$ cat src/rtl/uart_sched_pkg.sv
// Shared types and constants for the UART transmit scheduler.
// State list grows by CR_PEND when UART_SCHED_CRLF_EN is defined.
package uart_sched_pkg;

`ifdef UART_SCHED_CRLF_EN
  typedef enum logic [2:0] {
    IDLE,
    LAUNCH,
    WAIT_BUSY,
    WAIT_DONE,
    CR_PEND
  } state_t;
`else
  typedef enum logic [1:0] {
    IDLE,
    LAUNCH,
    WAIT_BUSY,
    WAIT_DONE
  } state_t;
`endif

  typedef enum logic {
    SRC_LPC,
    SRC_AUX
  } src_t;

  localparam logic [7:0] ASCII_CR = 8'h0D;
  localparam logic [7:0] ASCII_LF = 8'h0A;

endpackage

$ cat src/rtl/uart_tx_sched_if.sv
// Bundle of LPC, aux and transmitter signals around the scheduler.
// slave = scheduler side, master = decoder/aux/transmitter side.
interface uart_tx_sched_if #(
  parameter int AW = 4
);
  logic [7:0]  lpc_tx_data;
  logic        lpc_tx_valid;
  logic        lpc_tx_busy;
  logic [7:0]  aux_data;
  logic        aux_valid;
  logic        aux_ready;
  logic [7:0]  uart_data;
  logic        uart_start;
  logic        uart_busy;
  logic [AW:0] fifo_level;
  logic        overflow;

  modport slave (
    input  lpc_tx_data,
    input  lpc_tx_valid,
    output lpc_tx_busy,
    input  aux_data,
    input  aux_valid,
    output aux_ready,
    output uart_data,
    output uart_start,
    input  uart_busy,
    output fifo_level,
    output overflow
  );

  modport master (
    output lpc_tx_data,
    output lpc_tx_valid,
    input  lpc_tx_busy,
    output aux_data,
    output aux_valid,
    input  aux_ready,
    input  uart_data,
    input  uart_start,
    output uart_busy,
    input  fifo_level,
    input  overflow
  );

endinterface

$ cat src/rtl/sync_fifo.sv
// Byte FIFO with extra-bit pointers, registered level and almost-full.
// Single clock, synchronous active-high reset.
module sync_fifo #(
  parameter int AW = 4
) (
  input  logic        clk,
  input  logic        rst,
  input  logic        push,
  input  logic [7:0]  din,
  input  logic        pop,
  output logic [7:0]  dout,
  output logic        full,
  output logic        empty,
  output logic        afull,
  output logic [AW:0] level
);
  localparam int DEPTH = 1 << AW;
  localparam logic [AW:0] ONE = (AW+1)'(1);
  localparam logic [AW:0] AF_LVL = (AW+1)'(DEPTH - 1);

  logic [7:0]  mem [DEPTH];
  logic [AW:0] wr_ptr;
  logic [AW:0] rd_ptr;
  logic [AW:0] level_nxt;
  logic        do_push;
  logic        do_pop;

  assign do_push = push && !full;
  assign do_pop  = pop && !empty;

  assign empty = (wr_ptr == rd_ptr);
  assign full  = (wr_ptr[AW] != rd_ptr[AW]) &&
                 (wr_ptr[AW-1:0] == rd_ptr[AW-1:0]);
  assign dout  = mem[rd_ptr[AW-1:0]];

  // next occupancy; push and pop together leave it unchanged
  always_comb begin
    level_nxt = level;
    unique case (1'b1)
      do_push && !do_pop: level_nxt = level + ONE;
      do_pop && !do_push: level_nxt = level - ONE;
      default: ;
    endcase
  end

  // storage array; contents need no reset, pointers define validity
  always_ff @(posedge clk) begin
    if (do_push) begin
      mem[wr_ptr[AW-1:0]] <= din;
    end
  end

  // pointers, level and almost-full flag
  always_ff @(posedge clk) begin
    if (rst) begin
      wr_ptr <= '0;
      rd_ptr <= '0;
      level  <= '0;
      afull  <= 1'b0;
    end else begin
      if (do_push) wr_ptr <= wr_ptr + ONE;
      if (do_pop)  rd_ptr <= rd_ptr + ONE;
      level <= level_nxt;
      afull <= (level_nxt >= AF_LVL);
    end
  end

endmodule

$ cat src/rtl/uart_tx_sched.sv
// Arbitrates LPC console FIFO and aux source onto one UART transmitter.
// Define UART_SCHED_CRLF_EN to expand LPC LF bytes into CR,LF.
module uart_tx_sched
  import uart_sched_pkg::*;
#(
  parameter int FIFO_AW   = 4,
  parameter int MAX_BURST = 8,
  parameter int START_TMO = 4
) (
  input logic            lpc_clk,
  input logic            lpc_rst,
  uart_tx_sched_if.slave bus
);
  localparam int TW = $clog2(START_TMO + 1);
  localparam logic [TW-1:0] TMO_LAST = TW'(START_TMO - 1);
  localparam logic [TW-1:0] TMO_ONE = TW'(1);
  localparam logic [7:0] BURST_MAX = 8'(MAX_BURST);

  state_t         state;
  src_t           sel_src;
  logic [7:0]     data_q;
  logic           start_q;
  logic           ready_q;
  logic [7:0]     burst;
  logic [TW-1:0]  tmo;
  logic           valid_q;
  logic           overflow_q;
  logic           push;
  logic           pop;
  logic           lpc_ok;
  logic [7:0]     fifo_dout;
  logic           fifo_full;
  logic           fifo_empty;
  logic           fifo_afull;
  logic [FIFO_AW:0] fifo_level;
`ifdef UART_SCHED_CRLF_EN
  logic           lf_pend;
`endif

  assign push = bus.lpc_tx_valid && !valid_q;

  assign lpc_ok = !fifo_empty &&
                  (!bus.aux_valid || (burst < BURST_MAX));
  assign sel_src = lpc_ok ? SRC_LPC : SRC_AUX;
  assign pop = (state == IDLE) && lpc_ok;

  sync_fifo #(
    .AW (FIFO_AW)
  ) u_fifo (
    .clk   (lpc_clk),
    .rst   (lpc_rst),
    .push  (push),
    .din   (bus.lpc_tx_data),
    .pop   (pop),
    .dout  (fifo_dout),
    .full  (fifo_full),
    .empty (fifo_empty),
    .afull (fifo_afull),
    .level (fifo_level)
  );

  // strobe edge detector and sticky drop flag
  always_ff @(posedge lpc_clk) begin
    if (lpc_rst) begin
      valid_q    <= 1'b0;
      overflow_q <= 1'b0;
    end else begin
      valid_q <= bus.lpc_tx_valid;
      if (push && fifo_full) overflow_q <= 1'b1;
    end
  end

  // source select, launch pulse and transmitter handshake
  always_ff @(posedge lpc_clk) begin
    if (lpc_rst) begin
      state   <= IDLE;
      data_q  <= '0;
      start_q <= 1'b0;
      ready_q <= 1'b0;
      burst   <= '0;
      tmo     <= '0;
`ifdef UART_SCHED_CRLF_EN
      lf_pend <= 1'b0;
`endif
    end else begin
      start_q <= 1'b0;
      ready_q <= 1'b0;
      case (state)
        IDLE: begin
          if (fifo_empty) burst <= '0;
          if (lpc_ok || bus.aux_valid) begin
            state   <= LAUNCH;
            start_q <= 1'b1;
            if (sel_src == SRC_LPC) begin
              data_q <= fifo_dout;
              if (burst != 8'hFF) burst <= burst + 8'd1;
`ifdef UART_SCHED_CRLF_EN
              if (fifo_dout == ASCII_LF) begin
                data_q  <= ASCII_CR;
                lf_pend <= 1'b1;
              end
`endif
            end else begin
              data_q  <= bus.aux_data;
              ready_q <= 1'b1;
              burst   <= '0;
            end
          end
        end
        LAUNCH: begin
          state <= WAIT_BUSY;
          tmo   <= '0;
        end
        WAIT_BUSY: begin
          if (bus.uart_busy) begin
            state <= WAIT_DONE;
          end else if (tmo == TMO_LAST) begin
`ifdef UART_SCHED_CRLF_EN
            state <= lf_pend ? CR_PEND : IDLE;
`else
            state <= IDLE;
`endif
          end else begin
            tmo <= tmo + TMO_ONE;
          end
        end
        WAIT_DONE: begin
          if (!bus.uart_busy) begin
`ifdef UART_SCHED_CRLF_EN
            state <= lf_pend ? CR_PEND : IDLE;
`else
            state <= IDLE;
`endif
          end
        end
`ifdef UART_SCHED_CRLF_EN
        CR_PEND: begin
          data_q  <= ASCII_LF;
          lf_pend <= 1'b0;
          start_q <= 1'b1;
          state   <= LAUNCH;
        end
`endif
        default: state <= IDLE;
      endcase
    end
  end

  assign bus.uart_data   = data_q;
  assign bus.uart_start  = start_q;
  assign bus.aux_ready   = ready_q;
  assign bus.lpc_tx_busy = fifo_afull;
  assign bus.fifo_level  = fifo_level;
  assign bus.overflow    = overflow_q;

endmodule
$ cat src/flat_wrapper.sv
// flat-port wrapper written by rule: the top's interface ports become plain ports
module uart_tx_sched_flat import uart_sched_pkg::*;
#(
  parameter int FIFO_AW   = 4,
  parameter int MAX_BURST = 8,
  parameter int START_TMO = 4
)
  (lpc_clk, lpc_rst, bus_lpc_tx_data, bus_lpc_tx_valid, bus_lpc_tx_busy, bus_aux_data, bus_aux_valid, bus_aux_ready, bus_uart_data, bus_uart_start, bus_uart_busy, bus_fifo_level, bus_overflow);
  uart_tx_sched_if bus_i ();
  input logic lpc_clk;
  input logic lpc_rst;
  input wire logic [$bits(bus_i.lpc_tx_data)-1:0] bus_lpc_tx_data;
  input wire logic [$bits(bus_i.lpc_tx_valid)-1:0] bus_lpc_tx_valid;
  output wire logic [$bits(bus_i.lpc_tx_busy)-1:0] bus_lpc_tx_busy;
  input wire logic [$bits(bus_i.aux_data)-1:0] bus_aux_data;
  input wire logic [$bits(bus_i.aux_valid)-1:0] bus_aux_valid;
  output wire logic [$bits(bus_i.aux_ready)-1:0] bus_aux_ready;
  output wire logic [$bits(bus_i.uart_data)-1:0] bus_uart_data;
  output wire logic [$bits(bus_i.uart_start)-1:0] bus_uart_start;
  input wire logic [$bits(bus_i.uart_busy)-1:0] bus_uart_busy;
  output wire logic [$bits(bus_i.fifo_level)-1:0] bus_fifo_level;
  output wire logic [$bits(bus_i.overflow)-1:0] bus_overflow;
  assign bus_i.lpc_tx_data = bus_lpc_tx_data;
  assign bus_i.lpc_tx_valid = bus_lpc_tx_valid;
  assign bus_lpc_tx_busy = bus_i.lpc_tx_busy;
  assign bus_i.aux_data = bus_aux_data;
  assign bus_i.aux_valid = bus_aux_valid;
  assign bus_aux_ready = bus_i.aux_ready;
  assign bus_uart_data = bus_i.uart_data;
  assign bus_uart_start = bus_i.uart_start;
  assign bus_i.uart_busy = bus_uart_busy;
  assign bus_fifo_level = bus_i.fifo_level;
  assign bus_overflow = bus_i.overflow;
  uart_tx_sched #(.FIFO_AW(FIFO_AW), .MAX_BURST(MAX_BURST), .START_TMO(START_TMO)) u_core (.lpc_clk(lpc_clk), .lpc_rst(lpc_rst), .bus(bus_i));
endmodule
$ cat config.mk
export PLATFORM = sky130hd
export DESIGN_NAME = uart_tx_sched_flat
export DESIGN_NICKNAME = d
export VERILOG_FILES = /design/src/rtl/uart_sched_pkg.sv /design/src/rtl/uart_tx_sched_if.sv /design/src/rtl/sync_fifo.sv /design/src/rtl/uart_tx_sched.sv /design/src/flat_wrapper.sv
export SDC_FILE = /design/constraint.sdc
export NUM_CORES = 1
export LEC_CHECK = 0
export BUFFER_PORTS_ARGS = -buffer_cell sky130_fd_sc_hd__buf_2
export CAP_MARGIN = 5
export CELL_PAD_IN_SITES_DETAIL_PLACEMENT = 1
export CELL_PAD_IN_SITES_GLOBAL_PLACEMENT = 2
export CORE_MARGIN = 5
export CORE_UTILIZATION = 35
export DETAILED_ROUTE_END_ITERATION = 7
export PLACE_DENSITY_LB_ADDON = 0.1
export SYNTH_ARGS = -nofsm -noshare
export SYNTH_HDL_FRONTEND = slang
export SYNTH_SLANG_ARGS = --single-unit
$ cat constraint.sdc
create_clock -name lpc_clk -period 3.8 [get_ports lpc_clk]
set_clock_uncertainty 0.1 [all_clocks]
set_input_delay 0.95 -clock lpc_clk [delete_from_list [all_inputs] [get_ports lpc_clk]]
set_output_delay 0.95 -clock lpc_clk [all_outputs]
set_load 0.02 [all_outputs]
==> impl_metrics.csv <==
group,metric,value,unit
power,p_leak,2.89,nW
sta,period_share,0.911,
setup_path,crit_path_max_fanout,6,
placed_design,gp_congestion,0.730,
synthesis,yosys.area_share.adder,0.0191,
setup_path,worst_setup_path_end_kind,"flip-flop",
sta,tightest_slew,0.974,ns
layout,n_fill_cell,2058,
layout,area_delta_synth_final,16.0,%
power,p_clk_frac,0.336,
global_route,grtUsageMet2,0.239,
layout,diodes,0,
hold_path,hp-class,"reg -> reg",
clocking,clk_path_buf_depth,2,
drt,drt-vias-per-instance,5.16,
drt,wl_per_cell,20.8,um
sta,tns,0,ns
drt,dr.pass1.iters,5,
synthesis,synth_xor_area_frac,0.0207,
global_route,grtUsageTotal,0.146,
setup_path,crit_chain,"or4_4 > o21ai_4 > o211ai_1 > inv_1 > ha_1 > xor2_1 > ha_1 > or3b_1 > a211oi_1 > o21bai_1 > mux2_2 > a31o_1",
synthesis,yosys.area.top_type,"edfxtp_1",
synthesis,ys_ff_latch,173,
synthesis,synth.distinct_cells,57,
synthesis,syn_area,7190,um2
drt,routed_wl,16.5,mm
sta,maxSlewViolCount,0,
setup_path,rrSetupSlack,0.34,ns
setup_path,critPathCapture,"u_core.u_fifo.afull$_SDFF_PP0_",
power,p_switching,1.59,mW
global_route,use_met1,0.200,
placed_design,io_buffers,37,
synthesis,synth_edf_count,128,
clocking,clk_pin_slew_worst_paths,0.07,ns
setup_path,crit_family,"compound AO/OA/AOI/OAI gates",
synthesis,synth_compound_area_frac,0.0800,
run,cap_viol_max_count,0,
synthesis,synthSimpleGateAreaFrac,0.0798,
setup_path,crit_arrival,3.68,ns
floorplan,dieHeight,153,um
drt,drc,0,
synthesis,synth_area_leaders,"edfxtp_1 53%, dfxtp_1 13%, mux4_2 9.4%",
floorplan,start_util,0.356,
setup_path,crit_start,"u_core.burst[4]$_SDFFE_PP0N_",
clocking,cts_tree,"built",
setup_path,worstSetupPathType,"reg -> reg",
setup_path,critPathRequiredTime,4.02,ns
floorplan,ios,38,
global_route,grt_pass1_wl,26.3,mm
sta,setup_violations,0,
global_route,met3_usage,0.0317,
synthesis,seq_area_frac_synth,0.659,
synthesis,synth_mux_area_frac,0.118,
power,p_comb_frac,0.242,
global_route,busiest_layer,"met2",
power,ir_worst_vdd,296,uV
placed_design,numPlacedInstances,761,
synthesis,yosys_warnings,0,
setup_path,timing.rr.end,"u_core.u_fifo.afull$_SDFF_PP0_",
sta,relSlewSlack,0.344,
setup_path,crit_top_cell,"ha_1",
power,power.internal,3.80,mW
synthesis,synth_top_area_frac,0.534,
synthesis,syn_inst,459,
global_route,grt_pass1_vias,4453,
setup_path,worstSetupPathDepth,12,
clocking,hold_buffers,0,
layout,nets,542,
sta,max_freq,289,MHz
drt,antenna_left,0,
global_route,grt_max_degree,32,
drt,via_count,4092,
drt,drtIter0Drc,191,
synthesis,synth_commonest_cells,"128 x edfxtp_1, 45 x dfxtp_1, 30 x mux4_2, 24 x nor2_1, 19 x nor2b_1",
global_route,grt-ovfl-total,0,
synthesis,synth.avg_cell_area,15.7,um2
power,netSwitchingFraction,0.296,
power,pwr-share-seq,0.422,
power,powerDensity,646,nW/um2
sta,rsz0062_at_grt,"false",
floorplan,num_rows,52,
sta,hold_violations,0,
global_route,antenna_found_initial,0,
placed_design,hpwl,11.3,mm
sta,period_minus_slack,3.46,ns
setup_path,cp_num_buf_inv,1,
setup_path,start_kind,"flip-flop",
clocking,post_cts_resized,0,
setup_path,slowest_stage,"or4_4",
layout,layout-drive-gt1-share,0.252,
floorplan,die-area,23500,um2
clocking,cts_setup_buffers,0,
clocking,clockRootBuffer,"clkbuf_16",
clocking,htree_levels,4,
synthesis,synth_top_family_by_area,"multiplexers",
synthesis,synth_nets,491,
synthesis,ys_async_sr_fraction,0,
run_status,outcome,"completed",
setup_path,reg2reg_depth,12,
clocking,cts_buffers,17,
setup_path,max_stage_delay,0.59,ns
setup_path,reg2reg_from,"u_core.burst[4]$_SDFFE_PP0N_",
synthesis,yosysMostFrequentCell,"edfxtp_1",
floorplan,coreArea,20200,um2
floorplan,fp.dieW,153,um
layout,final_cells,793,
clocking,clk_latency,0.42,ns
synthesis,ys.flop_type,"edfxtp_1",
clocking,cts.sinks,173,
==> state kept, by name, summed over array words and instances, names as in the netlist, 2 cells and up, named ones only <==
signal / count
u_core.tmo: 3
u_core.u_fifo.mem: 128
u_core.u_fifo.level: 5
u_core.bus.uart_data: 8
u_core.u_fifo.wr_ptr: 5
u_core.burst: 8
u_core.state: 2
u_core.u_fifo.rd_ptr: 5
==> metal layers <==
layer  share of wire  wire (um)
met2            0.49       8050
met5               0          0
met1            0.48       7840
met3           0.026        436
met4          0.0089        147
==> kinds of logic after synthesis <==
family / after synthesis
compound gates: 75
xor+xnor: 17
fa+ha+maj: 11
buf+inv: 31
flops: 173
mux: 47
simple gates: 105
==> power groups by stage <==
| stage | clock [mW] | sequential (mW) | combinational (mW) |
|---|---|---|---|
| 4_1_cts | 1.86 | 2.28 | 1.34 |
| 5_1_grt | 1.93 | 2.30 | 1.44 |
| 2_1_floorplan | 0 | 2.35 | 0.899 |
| 3_3_place_gp | 0 | 2.32 | 1.32 |
| 3_5_place_dp | 0 | 2.32 | 1.33 |
| 6_report | 1.81 | 2.28 | 1.30 |
==> stage by stage <==
step	hold WS [ns]	utilization	total power, mW	setup WS, ns	area (um2)
2_1_floorplan	0.352	-	3.25	0.00530	7190
3_3_place_gp	0.362	0.382	3.64	0.302	7730
3_5_place_dp	0.370	0.382	3.66	0.242	7730
4_1_cts	0.389	0.412	5.48	0.339	8340
5_1_grt	0.406	0.412	5.67	0.0815	8340
6_report	0.382	0.412	5.39	0.339	8340
==> worst min-delay path by stage <==
| stage | endpoint | startpoint | depth (start not counted) | slack, ns |
|---|---|---|---|---|
| final | u_core.bus.overflow$_SDFFE_PP0P_ | u_core.bus.overflow$_SDFFE_PP0P_ | 2 | 0.38 |
| after global placement | u_core.tmo[1]$_SDFFE_PP0P_ | u_core.tmo[1]$_SDFFE_PP0P_ | 2 | 0.36 |
| after detailed placement | u_core.bus.uart_data[7]$_SDFFE_PP0P_ | u_core.bus.uart_data[7]$_SDFFE_PP0P_ | 2 | 0.37 |
| after CTS | u_core.tmo[1]$_SDFFE_PP0P_ | u_core.tmo[1]$_SDFFE_PP0P_ | 2 | 0.39 |
| after floorplan | u_core.tmo[1]$_SDFFE_PP0P_ | u_core.tmo[1]$_SDFFE_PP0P_ | 2 | 0.35 |
| after global routing | u_core.bus.overflow$_SDFFE_PP0P_ | u_core.bus.overflow$_SDFFE_PP0P_ | 2 | 0.41 |
==> worst reg2reg max path, stage by stage (launching register included) <==
cell and delay (ns):
dfxtp_1 0.36, or4_4 0.59, o21ai_4 0.28, o211ai_1 0.25, inv_1 0.14, ha_1 0.19, xor2_1 0.08, ha_1 0.23
or3b_1 0.37, a211oi_1 0.22, o21bai_1 0.10, mux2_2 0.28, a31o_1 0.19
==> area by class of cell <==
cell class	instances	area, um2	area share
inverter	8	30.0	0.00360
tap	270	338	0.0405
sequential	173	4750	0.569
timing repair buffer	55	333	0.0399
multi-input combinational	255	2290	0.274
clock inverter	15	185	0.0222
clock buffer	17	425	0.0510
==> placed cells by master, fill, tap and decap left out, drive strengths merged, types with 3 or more instances in the layout <==
cell,instances
edfxtp,128
buf,55
dfxtp,45
mux4,30
nor2,25
nor2b,19
clkbuf,17
a211oi,16
and3,15
a21oi,14
inv,14
mux2i,13
nand3,11
nand2,11
ha,11
xnor2,9
o21ai,9
xor2,8
a221o,6
nand4,5
nor3,4
o21a,4
a22oi,4
o211ai,4
mux2,4
clkinv,4
a41oi,3
nand2b,3
bufinv,3
a21boi,3
Power figures use the tool's default switching activity.
